==> config.mk <==
export PLATFORM = sky130hd
export DESIGN_NAME = solution_tx_framer
export DESIGN_NICKNAME = d
export VERILOG_FILES = /design/src/rtl/tx_frame_pkg.sv /design/src/rtl/solution_tx_framer.sv
export SDC_FILE = /design/constraint.sdc
export NUM_CORES = 1
export LEC_CHECK = 0
export CORE_MARGIN = 5
export CORE_UTILIZATION = 50
export DETAILED_ROUTE_END_ITERATION = 7
export GPL_TIMING_DRIVEN = 0
export PLACE_DENSITY = 0.77
export SLEW_MARGIN = 20
export SYNTH_ARGS = -nofsm -noshare
export SYNTH_HDL_FRONTEND = slang
export SYNTH_SLANG_ARGS = --single-unit
==> constraint.sdc <==
create_clock -name clk -period 17.5 [get_ports clk]
set_input_delay 3.5 -clock clk [delete_from_list [all_inputs] [get_ports clk]]
set_output_delay 3.5 -clock clk [all_outputs]
set_load 0.05 [all_outputs]
==> src/rtl/tx_frame_pkg.sv <==
// Shared types and helpers for the solution transmit framer.
// The row extractor works on a fixed 256-bit view so any board up to 16x16 fits.
package tx_frame_pkg;

    typedef enum logic [1:0] {
        IDLE,
        SEND,
        WAIT,
        FINISH
    } state_e;

    localparam logic [7:0] HEADER_DEFAULT = 8'hA5;
    localparam logic [7:0] DIM_ERR_BYTE   = 8'hFF;
    localparam int unsigned SOL_BITS      = 256;

    // Returns row r (col0 = LSB) with every column at or beyond n forced to zero.
    function automatic logic [15:0] row_bytes(input logic [SOL_BITS-1:0] solution,
                                              input int unsigned       r,
                                              input int unsigned       n,
                                              input int unsigned       cols);
        logic [15:0] row;
        int unsigned bitIdx;
        row = '0;
        for (int unsigned c = 0; c < 16; c++) begin
            bitIdx = r * cols + c;
            if (c < n && c < cols && bitIdx < SOL_BITS) begin
                row[c[3:0]] = solution[bitIdx[7:0]];
            end
        end
        return row;
    endfunction

endpackage

==> src/rtl/solution_tx_framer.sv <==
// Serialises a latched solver board into a framed byte stream for uart_tx:
// header, dims, two bytes per active row, then an XOR checksum of the preceding bytes.
module solution_tx_framer
    import tx_frame_pkg::*;
#(
    parameter int          MAX_ROWS       = 11,
    parameter int          MAX_COLS       = 11,
    parameter logic [7:0]  HEADER         = HEADER_DEFAULT,
    parameter int          TIMEOUT_CYCLES = 1_000_000
) (
    input  logic                           clk,
    input  logic                           rst,
    input  logic                           valid_in,
    input  logic [MAX_ROWS*MAX_COLS-1:0]   solution,
    input  logic [$clog2(MAX_ROWS)-1:0]    m,
    input  logic [$clog2(MAX_COLS)-1:0]    n,
    input  logic                           transmit_done,
    output logic                           send,
    output logic [7:0]                     byte_out,
    output logic                           busy,
    output logic                           done,
    output logic                           err
);

    localparam int MW = $clog2(MAX_ROWS);
    localparam int NW = $clog2(MAX_COLS);
    localparam int SW = MAX_ROWS * MAX_COLS;
    localparam int IW = $clog2(2 * MAX_ROWS + 4);
    localparam int TW = $clog2(TIMEOUT_CYCLES + 1);

    state_e           state_q;
    logic [SW-1:0]    sol_q;
    logic [MW-1:0]    m_q;
    logic [NW-1:0]    n_q;
    logic [IW-1:0]    idx_q;
    logic [7:0]       chk_q;
    logic [TW-1:0]    timer_q;
    logic             send_q;
    logic [7:0]       byte_q;
    logic             busy_q;
    logic             done_q;
    logic             err_q;

    logic [SOL_BITS-1:0] solWide;
    logic                dimErr;
    logic [IW-1:0]       lastIdx;
    logic [IW-1:0]       idx_d;
    logic [IW-1:0]       rel;
    logic [15:0]         rowBits;
    logic [7:0]          byte_d;

    assign solWide = SOL_BITS'(sol_q);
    assign dimErr  = ({1'b0, m_q} > (MW+1)'(MAX_ROWS)) || ({1'b0, n_q} > (NW+1)'(MAX_COLS));
    assign lastIdx = dimErr ? IW'(2) : IW'(2) + IW'({m_q, 1'b0});

    // Byte mux for the index that will be sent next; index 0 (header) is loaded on accept.
    always_comb begin
        idx_d   = idx_q + IW'(1);
        rel     = idx_d - IW'(2);
        rowBits = row_bytes(solWide, 32'(rel[IW-1:1]), 32'(n_q), MAX_COLS);
        byte_d  = 8'h00;
        if (idx_d == IW'(1)) begin
            byte_d = dimErr ? DIM_ERR_BYTE : {4'(m_q), 4'(n_q)};
        end else if (idx_d == lastIdx) begin
            byte_d = chk_q;
        end else begin
            byte_d = rel[0] ? rowBits[15:8] : rowBits[7:0];
        end
    end

    always_ff @(posedge clk or posedge rst) begin
        if (rst) begin
            state_q <= IDLE;
            sol_q   <= '0;
            m_q     <= '0;
            n_q     <= '0;
            idx_q   <= '0;
            chk_q   <= '0;
            timer_q <= '0;
            send_q  <= 1'b0;
            byte_q  <= '0;
            busy_q  <= 1'b0;
            done_q  <= 1'b0;
            err_q   <= 1'b0;
        end else begin
            send_q <= 1'b0;
            done_q <= 1'b0;
            case (state_q)
                IDLE: begin
                    if (valid_in) begin
                        sol_q   <= solution;
                        m_q     <= m;
                        n_q     <= n;
                        err_q   <= 1'b0;
                        chk_q   <= '0;
                        idx_q   <= '0;
                        busy_q  <= 1'b1;
                        send_q  <= 1'b1;
                        byte_q  <= HEADER;
                        state_q <= SEND;
                    end
                end
                SEND: begin
                    if (idx_q != lastIdx) begin
                        chk_q <= chk_q ^ byte_q;
                    end
                    timer_q <= '0;
                    state_q <= WAIT;
                end
                WAIT: begin
                    if (transmit_done) begin
                        timer_q <= '0;
                        if (idx_q == lastIdx) begin
                            done_q  <= 1'b1;
                            busy_q  <= 1'b0;
                            err_q   <= dimErr;
                            state_q <= FINISH;
                        end else begin
                            idx_q   <= idx_d;
                            send_q  <= 1'b1;
                            byte_q  <= byte_d;
                            state_q <= SEND;
                        end
                    end else if (timer_q == TW'(TIMEOUT_CYCLES - 1)) begin
                        err_q   <= 1'b1;
                        busy_q  <= 1'b0;
                        state_q <= IDLE;
                    end else begin
                        timer_q <= timer_q + TW'(1);
                    end
                end
                FINISH: begin
                    state_q <= IDLE;
                end
                default: begin
                    state_q <= IDLE;
                end
            endcase
        end
    end

    assign send     = send_q;
    assign byte_out = byte_q;
    assign busy     = busy_q;
    assign done     = done_q;
    assign err      = err_q;

endmodule

=== Word-level counts from Yosys, hierarchy flattened ===
Index checks and enable logic that the tools add are counted.

* Flip-flop bits (word level): 176
* Word-level logic and storage cells: 174

* $add $sub $neg: 14
* Multiply operators: 1
* $lt $le $gt $ge: 35
* Equal/unequal tests: 15
* Multiplexer cells: 74
* Bitwise logic cells: 1
* Reductions and logical operators: 22

{| class="wikitable"
|+ Operator list
! operator !! number
|-
| $lt A8 B9 Y1 const B || 12
|-
| $lt A9 B9 Y1 const B || 10
|-
| $bmux W1 S8 || 11
|-
| $mux W8 || 9
|-
| $mux W20 || 2
|-
| $pmux W20 S2 || 1
|-
| $add A8 B3 Y9 const B || 4
|-
| $mux W1 || 36
|-
| $pmux W8 S2 || 2
|-
| $add A8 B4 Y9 const B || 3
|-
| $add A20 B1 Y20 const B || 1
|-
| $eq A20 B20 Y1 const B || 1
|-
| $mux W5 || 4
|-
| $add A8 B2 Y9 const B || 2
|-
| $lt A3 B4 Y1 const A || 4
|-
| $lt A4 B4 Y1 const A || 3
|-
| $logic_and A1 B1 Y1 || 11
|-
| $eq A5 B5 Y1 || 2
|-
| $pmux W5 S2 || 1
|-
| $add A8 B1 Y9 const B || 1
|-
| $ne A3 B3 Y1 const B || 3
|-
| $gt A4 B4 Y1 const B || 2
|-
| $lt A1 B4 Y1 const A || 2
|-
| $lt A2 B4 Y1 const A || 2
|-
| other kinds (19) || 33
|}

=== Depth between registers and ports, before layout ===
* Depth after elaboration: 13
* Gate-level depth with buffers: 25
* Gate-level depth less buffers: 19

=== Worst setup path before layout ===
Ideal clock, no wire load.

* Path type: flip-flop to flip-flop
* Start point: register idx_q[0]
* End point: register byte_q[4], in the netlist byte_out[4]
* Arrival: 6,253 ps
* Data required time: 17,424 ps
* Slack: 11,171 ps
* Cell stages (with the launch flop): 25
* Cell sequence: dfrtp_1 ha_1 buf_4 xor2_2 buf_2 buf_2 inv_1 ha_1 xnor2_1 ha_1 clkbuf_1 xnor2_1 fa_1 buf_2 inv_2 ha_1 clkbuf_1 xnor2_1 clkbuf_1 mux4_2 mux4_2 mux2_2 nor4_1 a41oi_1 o21ai_1

* Cells in the longest elaborated chain, start to end: 13
* Elaborated cells on any way between the ends: 20

{| class="wikitable"
|+ Ends and longest elaborated chain
! what !! RTL line !! RTL
|-
| start, declared || solution_tx_framer.sv:35 || <nowiki>logic [IW-1:0] idx_q;</nowiki>
|-
| start signal, assigned || solution_tx_framer.sv:119 || <nowiki>idx_q <= idx_d;</nowiki>
|-
| $add A5 B1 Y5 || solution_tx_framer.sv:58 || <nowiki>idx_d = idx_q + IW'(1);</nowiki>
|-
| $sub A5 B2 Y5 || solution_tx_framer.sv:59 || <nowiki>rel = idx_d - IW'(2);</nowiki>
|-
| $mul A4 B4 Y8 || - ||
|-
| $add A8 B3 Y9 || tx_frame_pkg.sv:25 || <nowiki>bitIdx = r * cols + c;</nowiki>
|-
| $bmux W1 S8 or $lt A9 B9 Y1 (tied branches) || tx_frame_pkg.sv:27, tx_frame_pkg.sv:26 ||
|-
| $mux W1 (implied by the code) or $logic_and A1 B1 Y1 (tied branches) || tx_frame_pkg.sv:27, tx_frame_pkg.sv:26 ||
|-
| $mux W1 || tx_frame_pkg.sv:26 || <nowiki>if (c < n && c < cols && bitIdx < SOL_BITS) begin</nowiki>
|-
| $mux W8 || solution_tx_framer.sv:67 || <nowiki>byte_d = rel[0] ? rowBits[15:8] : rowBits[7:0];</nowiki>
|-
| $mux W8 || solution_tx_framer.sv:64 || <nowiki>end else if (idx_d == lastIdx) begin</nowiki>
|-
| $mux W8 || solution_tx_framer.sv:62 || <nowiki>if (idx_d == IW'(1)) begin</nowiki>
|-
| $mux W8 || solution_tx_framer.sv:113 || <nowiki>if (idx_q == lastIdx) begin</nowiki>
|-
| $mux W8 || solution_tx_framer.sv:111 || <nowiki>if (transmit_done) begin</nowiki>
|-
| $pmux W8 S2 || solution_tx_framer.sv:88 || <nowiki>case (state_q)</nowiki>
|-
| end signal, assigned || solution_tx_framer.sv:121 || <nowiki>byte_q <= byte_d;</nowiki>
|-
| end, declared || solution_tx_framer.sv:39 || <nowiki>logic [7:0] byte_q;</nowiki>
|}

Several ways; a longest one is shown, not always the timed one. The select of a mux whose other input is x is not followed.
A chain may end at the register's enable or synchronous reset.

=== Worst setup path after layout ===
* Start point: register idx_q[0]
* End point: register byte_q[5], in the netlist byte_out[5]

Same word-level chain as after synthesis.

==> reports/qor.csv <==
metric;value;unit
post-route-min-period;8.81;ns
first_pass_iters;6;
hold_viol_final;0;
cap_violations;0;
cp_max_fo;12;
grtUsageTotal;0.304;
cts-root-buf;clkbuf_16;
grt_max_degree;101;
maxSlewHeadroom;0.245;
cp-start-kind;flop;
drtIter0Drc;1582;
min_path_type;reg2reg;
antenna_cells;0;
cts_tree;done;
rsz0062_at_grt;false;
drive_gt1_frac;0.145;
tns;0;ns
boundaryPins;145;
drc;0;
grt_pass1_vias;13534;
gp_congestion;1.02;
clk_latency;0.46;ns
ys_warn_count;0;
synth_top_area_cell;dfrtp_1;
antenna_found_initial;0;
synth_most_common_cell;nand2_1;
netlist_instances;1596;
synthFlopType;dfrtp_1;
worst_slew_pin_slew;1.13;ns
synthTopCellsByCount;501 x nand2_1, 176 x dfrtp_1, 140 x mux2i_1;
worstPathArrival;9.13;ns
min_period_over_period;0.504;
outcome;complete, no violations;
fin_skew;0.0182;ns
required;17.81;ns
viasPerCell;6.14;
syn_nets;1755;
core_area;0.0295;mm²
synth.top_cell.area_share;0.296;
ys_ff_latch;176;
route.detailed.wl_per_inst;23.3;µm
hold_buffers;0;
cts-htree-levels;4;
nNetsFinal;1919;
dp_hpwl;39500;µm
die_h;182;µm
setup_viol;0;
crit_type;reg2reg;
grt-ovfl-total;0;
start_util;0.504;
synthArstFlopShare;1.00;
rows;63;
max_freq;0.113;GHz
netlist_area;0.0149;mm²
area_growth_syn_to_layout;17.4;%
grt_pass1_wl;77500;µm
avgSynthCellArea;9.32;µm²
endpoint_kind;flop;
vias;13272;
cts_sinks;176;
clk_pin_slew;0.07;ns
synth-edff-count;0;
drt_wl_total;50300;µm
die-area;0.0333;mm²
ys_seq_area_frac;0.296;
synth_area_leaders;dfrtp_1 30%, mux4_2 19%, nand2_1 13%;
die_w;182;µm
cts_buffers;17;
slew_violations;0;
postCtsSetupBuffers;0;
port_buffers;144;
cts_resized;0;
netlist-cell-type-count;78;
postRouteAntennaNets;0;
cts_buffer_depth;2;
area by class of cell:
| type | instances | area (µm²) |
|---|---|---|
| fill | 2567 | 12000 |
| multi-input combinational | 1279 | 9850 |
| sequential | 176 | 4400 |
| timing repair buffer | 145 | 1470 |
| tap | 390 | 488 |
| buffer | 102 | 482 |
| clock buffer | 19 | 433 |
| clock inverter | 13 | 175 |
| inverter | 39 | 154 |
placed cells by master, fill, tap and decap left out, types with 9 or more instances in the layout:
master             n
clkbuf_16         17
a31oi_1           11
clkdlybuf4s50_1  144
clkbuf_1          58
buf_2             21
mux2i_1          140
buf_1             10
nor2_1            95
xor2_1            26
buf_4              9
inv_1             30
dfrtp_1          176
nand4_1           11
nand3_1           21
mux2_2            42
ha_1              25
a21oi_1           39
o21ai_0           33
nor2b_1            9
mux4_2           123
xnor2_1           44
nand2_1          501
nor3_1            12
sequential cells by signal, summed over array words and instances, names as in the netlist:
| name | cells |
|---|---|
| busy | 1 |
| byte_out | 8 |
| chk_q | 8 |
| done | 1 |
| err | 1 |
| idx_q | 5 |
| m_q | 4 |
| n_q | 4 |
| send | 1 |
| sol_q | 121 |
| state_q | 2 |
| timer_q | 20 |
stage by stage:
| step | cell area (µm²) | worst slack [ns] | hold slack [ns] | utilization | std cells |
|---|---|---|---|---|---|
| 2_1_floorplan | 14900 | 9.23 | 0.461 | - | 1596 |
| 3_3_place_gp | 16800 | 7.11 | 0.481 | 0.570 | 2130 |
| 3_5_place_dp | 16800 | 8.91 | 0.481 | 0.571 | 2131 |
| 4_1_cts | 17400 | 8.83 | 0.501 | 0.592 | 2163 |
| 5_1_grt | 17500 | 8.39 | 0.524 | 0.592 | 2163 |
| 6_report | 17500 | 8.69 | 0.497 | 0.592 | 2163 |
final timing paths:
check / from / to / slack [ns] / cells after the start
max: idx_q[0] / byte_out[5] / 8.69 / 25
min: sol_q[63] / sol_q[63] / 0.50 / 2
max reg2reg: idx_q[0] / byte_out[5] / 8.69 / 25
min reg2reg: sol_q[63] / sol_q[63] / 0.50 / 2
max in group asynchronous: rst / timer_q[17] / 13.11 / 3
min in group asynchronous: rst / sol_q[79] / 3.48 / 2
logic make-up after synthesis:
kind of cell,after synthesis,share of synthesized area
AOI/OAI and AO/OA,154,0.0683
adders and majority gates,27,0.0231
and+or+nand+nor,706,0.196
buffers and inverters,141,0.0422
xor gates and xnor gates,82,0.0558
muxes,310,0.318
DFF,176,0.296
layer usage:
metal / up-vias / track usage / share of wire
met5: - / 0 / 0
li1: 5971 / - / -
met4: 0 / 0.138 / 0.046
met3: 154 / 0.0793 / 0.094
met1: 6394 / 0.392 / 0.39
met2: 753 / 0.483 / 0.47
worst max-delay path: stages, from the launching register on:
cell,delay (ns)
dfrtp_1,0.50
ha_1,0.25
buf_4,0.16
xor2_2,0.50
buf_2,0.41
buf_2,0.36
inv_1,0.08
ha_1,0.23
xnor2_1,0.18
ha_1,0.50
clkbuf_1,0.74
xnor2_1,0.25
fa_1,0.61
buf_2,0.22
inv_2,0.27
ha_1,0.20
clkbuf_1,0.50
a21oi_1,0.21
xnor2_1,0.34
buf_1,0.64
mux4_2,0.41
mux2i_1,0.17
nand2_1,0.07
and3_1,0.18
a211oi_1,0.52
o31ai_1,0.15
Power is not shown: default switching activity piles up to over one toggle a cycle in this logic, so the estimate is an artifact.
==> RTL change (same settings) <==
One comparison of `timer_q` changes from == to >=.
--- a/src/rtl/solution_tx_framer.sv
+++ b/src/rtl/solution_tx_framer.sv
@@ -123,3 +123,3 @@
                         end
-                    end else if (timer_q == TW'(TIMEOUT_CYCLES - 1)) begin
+                    end else if (timer_q >= TW'(TIMEOUT_CYCLES - 1)) begin
                         err_q   <= 1'b1;
Formal check against the unedited RTL: same outputs for any inputs over 4 cycles, from zero or initial values and one cycle with rst high; that may be too few to reach the edited logic, so the function may still have changed.
==> RTL change against the unedited design <==
  * Area after synthesis increased by 0.69%
  * Clock skew shrank 8.2 ps
  * Final area grew 0.61%
  * Sequential cell count unchanged
  * Setup slack worse by 720 ps
  * Hold slack worse by 6.6 ps
  * Routed wire length up 1.1%
  * Non-clock buffer count down 17
  * Critical path type unchanged
Power is left out: the tool's default activity adds up to more than one toggle a clock period on the data nets, which glitch-free logic cannot reach.
==> RTL change: results (changes against the unedited design) <==
ratio of cells with drive above 1 in the final layout -> 27.15% (+13 points)
Avg WL per Cell -> 26.88 um (+15%)
post-synth net total -> 1486 (-15%)
number of post-CTS setup repair buffers -> 0 (unchanged)
register area share after synthesis -> 29.42% (-0.20 points)
area fraction of the dominant cell type after synthesis -> 29.42% (-0.20 points)
status -> finished, final reports clean
final-report hold violation count -> 0 (unchanged)
DRT iter0 DRCs -> 1322 (-16%)
CTS Buffer Depth -> 2 (unchanged)
largest registers -> sol_q: 121 flops, timer_q: 20 flops
first-pass GRT wire length -> 77.40 mm (-0.11%)
gr usage total -> 30.52% (+0.15 points)
final net count -> 1650 (-14%)
CP max stage delay -> 780 ps (+40 ps)
HP Start -> busy$_DFFE_PP0P_
largest net degree at the start of global routing -> 94 (-6.9%)
Worst-Skew Late Latency -> 460 ps (about the same)
Worst path slowest cell -> xnor2_1
Clock Root Buffer -> clkbuf_16
total number of vias -> 12.56k (-5.4%)
DP Wirelength -> 39.35 mm (-0.30%)
H-tree depth -> 4 (unchanged)
Ys Warns -> 0 (unchanged)
number of distinct library cells after synthesis -> 75 (-3.8%)
Clock Skews -> 10.04 ps (-8.155 ps)
post-CTS sizing -> 0 (unchanged)
Pre-Repair DR Iteration Count -> 6 (unchanged)
I/O Buffers -> 144 (unchanged)
GPL Wtd Cong -> 1.019 (+0.19%)
Worst R2R Start -> idx_q[0]$_DFFE_PP0P_
CTS clk-pin slew, worst paths -> 70 ps (about the same)
slew at the pin closest to its max-slew limit -> 1056 ps (-76.83 ps)
ranking of synthesized cells by area -> dfrtp_1 (29%), mux4_2 (22%), mux2_2 (13%), mux2i_1 (6.6%), nand2_1 (2.9%)
WP data arrival -> 9920 ps (+790 ps)
Hold/Removal Path Class -> reg -> reg
Post-synth top cells -> dfrtp_1 (176), mux2_2 (167), mux4_2 (147)
initial antenna violation count -> 3 (+3)
RTL change: cell types whose count changed after synthesis, moves of 7 or more:
cell and change:
mux4_2 +24, o21ai_0 +27, clkbuf_1 -14, mux2_2 +125
inv_1 +10, nand2_1 -385, nor3_1 +8, nor2_1 -7
mux2i_1 -41, xnor2_1 -7, o22ai_1 +7
RTL change: area by class of cell:
cell class,instances,area (sq um)
fill,2423,12080
sequential,176,4404
clock inverter,12,158.9
inverter,48,187.7
multi-input combinational,1017,10020
timing repair buffer,145,1469
tap,390,488.0
clock buffer,20,446.7
buffer,85,391.6
RTL change: metal layers:
layer	up-vias	GRT usage, %	wire, um
met3	164	6.267	4015
li1	5370	-	-
met2	720	50.03	24230
met4	6	15.38	2907
met1	6300	38.64	19680
met5	-	0	39
RTL change: worst paths after layout:
check,to,slack (ps),cells after the start
max,byte_out[5]$_DFFE_PP0P_,7970,26
min,busy$_DFFE_PP0P_,490,1
max reg2reg,byte_out[5]$_DFFE_PP0P_,7970,26
min reg2reg,busy$_DFFE_PP0P_,490,1
max in group asynchronous,sol_q[12]$_DFFE_PP0P_,13130,3
min in group asynchronous,sol_q[76]$_DFFE_PP0P_,3520,2
RTL change: through the flow:
step           util [%]  cell area (sq um)  std cells  setup WS, ps
3_5_place_dp      57.19              16950       1861          8295
5_1_grt           59.26              17560       1893          7561
2_1_floorplan         -              14970       1326          9226
3_3_place_gp      57.02              16900       1860          7022
6_report          59.26              17560       1893          7968
4_1_cts           59.23              17560       1893          8197
RTL change: logic make-up after synthesis:
group,Yosys count,share of synthesized area [%]
AOI/OAI and AO/OA,183,7.915
muxes,414,41.37
and+or+nand+nor,314,9.595
adders and majority gates,28,2.382
xor gates and xnor gates,78,5.499
DFF,176,29.42
buffers and inverters,133,3.819
